==> src/rtl/fifo_2clk.sv <==
// Single-clock 32x8 FIFO with registered empty/full flags and fill count.
// Define FIFO_2CLK_SHOWAHEAD_EN to present the head word on q without waiting for rdreq.
module fifo_2clk #(
  parameter int DATA_WIDTH = 8,
  parameter int ADDR_WIDTH = 5
) (
  input  logic                  clk,
  input  logic                  rst,
  input  logic [DATA_WIDTH-1:0] data,
  input  logic                  wrreq,
  input  logic                  rdreq,
  output logic [DATA_WIDTH-1:0] q,
  output logic                  rdempty,
  output logic                  wrfull,
  output logic [ADDR_WIDTH-1:0] wrusedw
);

  localparam int DEPTH = 1 << ADDR_WIDTH;
  localparam logic [ADDR_WIDTH-1:0] PTR_ONE  = {{(ADDR_WIDTH-1){1'b0}}, 1'b1};
  localparam logic [ADDR_WIDTH:0]   CNT_ONE  = {{ADDR_WIDTH{1'b0}}, 1'b1};
  localparam logic [ADDR_WIDTH:0]   FULL_CNT = {1'b1, {ADDR_WIDTH{1'b0}}};

  logic [DATA_WIDTH-1:0] mem_q [DEPTH];

  logic [ADDR_WIDTH-1:0] wptr_q, wptr_d;
  logic [ADDR_WIDTH-1:0] rptr_q, rptr_d;
  logic [ADDR_WIDTH:0]   count_q, count_d;
  logic                  empty_q, empty_d;
  logic                  full_q, full_d;
  logic                  wr_ok, rd_ok;

  // Acceptance uses the pre-edge flags, so empty+wr+rd and full+wr+rd resolve to one side.
  assign wr_ok = wrreq & ~full_q;
  assign rd_ok = rdreq & ~empty_q;

  always_comb begin
    wptr_d  = wptr_q;
    rptr_d  = rptr_q;
    count_d = count_q;
    if (wr_ok) wptr_d = wptr_q + PTR_ONE;
    if (rd_ok) rptr_d = rptr_q + PTR_ONE;
    unique case ({wr_ok, rd_ok})
      2'b10:   count_d = count_q + CNT_ONE;
      2'b01:   count_d = count_q - CNT_ONE;
      default: count_d = count_q;
    endcase
    empty_d = (count_d == '0);
    full_d  = (count_d == FULL_CNT);
  end

  always_ff @(posedge clk) begin
    if (rst) begin
      wptr_q  <= '0;
      rptr_q  <= '0;
      count_q <= '0;
      empty_q <= 1'b1;
      full_q  <= 1'b0;
    end else begin
      wptr_q  <= wptr_d;
      rptr_q  <= rptr_d;
      count_q <= count_d;
      empty_q <= empty_d;
      full_q  <= full_d;
    end
  end

  // Storage is deliberately not cleared on reset; the pointers alone define validity.
  always_ff @(posedge clk) begin
    if (wr_ok && !rst) mem_q[wptr_q] <= data;
  end

`ifdef FIFO_2CLK_SHOWAHEAD_EN
  assign q = empty_q ? '0 : mem_q[rptr_q];
`else
  logic [DATA_WIDTH-1:0] rdata_q, rdata_d;

  always_comb begin
    rdata_d = rdata_q;
    if (rd_ok) rdata_d = mem_q[rptr_q];
  end

  always_ff @(posedge clk) begin
    if (rst) rdata_q <= '0;
    else     rdata_q <= rdata_d;
  end

  assign q = rdata_q;
`endif

  assign rdempty = empty_q;
  assign wrfull  = full_q;
  assign wrusedw = count_q[ADDR_WIDTH-1:0];

endmodule

==> config.mk <==
export PLATFORM = sky130hd
export DESIGN_NAME = fifo_2clk
export DESIGN_NICKNAME = d
export VERILOG_FILES = /design/src/rtl/fifo_2clk.sv
export SDC_FILE = /design/constraint.sdc
export NUM_CORES = 1
export LEC_CHECK = 0
export BUFFER_PORTS_ARGS = -buffer_cell sky130_fd_sc_hd__buf_2
export CAP_MARGIN = 30
export CORE_MARGIN = 2
export CORE_UTILIZATION = 45
export DETAILED_ROUTE_END_ITERATION = 8
export PLACE_DENSITY = 0.72
export REMOVE_ABC_BUFFERS = 1
export SLEW_MARGIN = 20
export SYNTH_ARGS = -nofsm -noshare
export SYNTH_HDL_FRONTEND = slang
export SYNTH_SLANG_ARGS = --single-unit
==> constraint.sdc <==
create_clock -name clk -period 4.49 [get_ports clk]
set_input_delay 0.898 -clock clk [delete_from_list [all_inputs] [get_ports clk]]
set_output_delay 0.898 -clock clk [all_outputs]
set_load 0.03 [all_outputs]
==> flow_summary.json <==
{
  "status": "complete, no violations",
  "rows": 57,
  "ys_types": 36,
  "crit_required_ns": 4.90,
  "grtUsageTotal_pct": 17.8,
  "fin_area_um2": 12500,
  "start_kind": "input port",
  "clock_sinks": 282,
  "wl_met3_mm": 1.69,
  "critPathKind": "in2reg",
  "drive_gt1_share_pct": 25.9,
  "synth-seq-area-share_pct": 73.6,
  "min-delay-start": "q[1]",
  "regToRegSetupSlack_ns": 1.55,
  "dieArea_um2": 26100,
  "leakagePower_nw": 3.86,
  "syn_to_final_growth_pct": 11.8,
  "insertion_delay_ns": 0.53,
  "drt_wl_total_mm": 22.6,
  "setup_viol": 0,
  "grt_pass1_vias": 5614,
  "initial_core_util_pct": 45.8,
  "synth_edf_count": 256,
  "ys_warn_count": 0,
  "grt_max_degree": 36,
  "ant_nets": 0,
  "endpoint_kind": "flop",
  "io_pins": 27,
  "diodes": 0,
  "overflow": 0,
  "root_buffer": "clkbuf_16",
  "place_congestion": 0.847,
  "wl_met1_mm": 9.48,
  "vias": 5447,
  "die_h_um": 161,
  "finClkSkew_ns": 0.0148,
  "slew_headroom_pct": 36.6,
  "hold_class": "reg2reg",
  "syn_inst": 566,
  "fin_tns_setup_ns": 0,
  "vdd_drop_max_mv": 0.325,
  "dp_worst_setup_slack_ns": 1.11,
  "layout_common_cells": "edfxtp_1 (256), mux4_2 (80), nor2_1 (58)",
  "drtIter0Drc": 743,
  "h-tree-depth": 1,
  "design.core.area_um2": 24300,
  "rsz0062_at_grt": "no",
  "r2r-start": "rdempty",
  "critPathArrivalTime_ns": 3.39,
  "cts_buffer_depth": 3,
  "synth-async-reset-ratio_pct": 0,
  "ys.flop_type": "edfxtp_1",
  "drv_slew": 0,
  "ctsResizeCount": 0,
  "multi_input_area_um2": 2720,
  "synth-seq-cells": 282,
  "wl_per_cell_um": 24.2,
  "period_needed_ns": 2.98,
  "grt_pass1_wl_mm": 35.1,
  "final_common_cell": "edfxtp_1",
  "drv_cap": 0,
  "final-seq-area_um2": 8210,
  "syn_area_um2": 11100,
  "cts_hold_buf": 0,
  "drc_errors": 0,
  "die_x_um": 161,
  "highest_layer": "met4",
  "crit_fanout": 20,
  "post_cts_buffers": 0,
  "fin_crit_sh_pct": 66.3,
  "vias_per_cell": 5.83,
  "fmax_ghz": 0.336,
  "dr_wl_met2_mm": 10.8,
  "clkTransAtPathRegs_ns": 0.07,
  "port_buffers": 26,
  "avgSynthCellArea_um2": 19.7,
  "num-fill-cells": 1865,
  "cts_made_buffers": 27,
  "power_density_nw_per_um2": 501,
  "dr.pass1.iters": 5,
  "worstMarginPinSlew_ns": 0.950,
  "tritoncts": "done",
  "hold_viol": 0,
  "dp_hpwl_mm": 13.8,
  "final_core_util_pct": 51.3,
  "antenna_found_initial": 0,
  "startpoint": "rdreq",
  "placedInstanceArea_um2": 11500,
  "fin_total_pwr_mw": 6.25,
  "setup_ws_ns": 1.51,
  "final_nets": 609
}
## worst paths after layout
path	end	depth (start not counted)
min	q[1]	2
max reg2reg	rdempty	10
min reg2reg	q[1]	2
max	rdempty	11
## area by class of cell
class / instances / area share [%]
well taps: 324 / 3.25
inverters: 7 / 0.211
clock inverters: 21 / 1.93
clock buffers: 28 / 5.45
repair buffers: 30 / 1.49
flip-flops and latches: 282 / 65.9
multi-input cells: 242 / 21.8
## cell usage after synthesis, types with 2 or more instances
cell	number	area (µm²)
o31ai_1	2	15.0
xnor2_1	7	61.3
clkbuf_1	17	63.8
nor2b_1	3	18.8
buf_1	2	7.51
nand2_1	17	63.8
nand4_1	5	31.3
or3_1	3	18.8
nand2b_1	2	12.5
o22ai_1	9	56.3
a31oi_1	3	18.8
o21ai_0	10	50.1
a21oi_1	8	40.0
buf_2	6	30.0
nand3b_1	4	30.0
xor2_1	8	70.1
mux4_2	80	1800
edfxtp_1	256	7690
buf_4	5	37.5
buf_6	5	56.3
nand3_1	3	15.0
inv_1	7	26.3
nor4_1	2	12.5
mux2i_1	2	20.0
nor2_1	58	218
dfxtp_1	26	521
ha_1	7	87.6
## cell families after synthesis
group	count (synthesis)	share of synthesized area, %
AOI/OAI and AO/OA	36	1.92
xor gates and xnor gates	15	1.18
adders and majority gates	7	0.786
buffers and inverters	42	1.99
DFF	282	73.6
muxes	82	16.3
and+or+nand+nor	102	4.17
## critical path: stages
cell       delay (ns)
buf_2            0.08
nand2b_1         0.16
inv_1            0.48
nand2_1          0.25
xnor2_1          0.18
ha_1             0.24
a2111oi_0        0.49
a31oi_1          0.15
a21oi_1          0.18
o31a_1           0.19
o31ai_1          0.08
## stage by stage
stage,hold slack (ns),std cells
CTS,0.529,934
finish,0.525,934
detailed placement,0.508,885
global placement,0.500,885
floorplan,0.476,531
global route,0.549,934
## layer usage
metal  up-vias  track usage, %
met2       257            28.3
li1       2327               -
met4         0            5.07
met5         -               0
met3        57            3.24
met1      2806            25.7
## registers in the layout, indices dropped and copies added (netlist names)
register	flops
mem_q	256
wrfull	1
wptr_q	5
rdempty	1
rptr_q	5
count_q	6
q	8
## where the power goes
| part | switching (mW) | total [mW] | leakage (nW) | internal (mW) |
|---|---|---|---|---|
| Clock | 0.958 | 2.35 | 0.447 | 1.39 |
| Sequential | 0.118 | 3.04 | 2.52 | 2.92 |
| Combinational | 0.462 | 0.865 | 0.898 | 0.403 |
| Total | 1.54 | 6.25 | 3.86 | 4.71 |
Power figures use the tool's default switching activity.
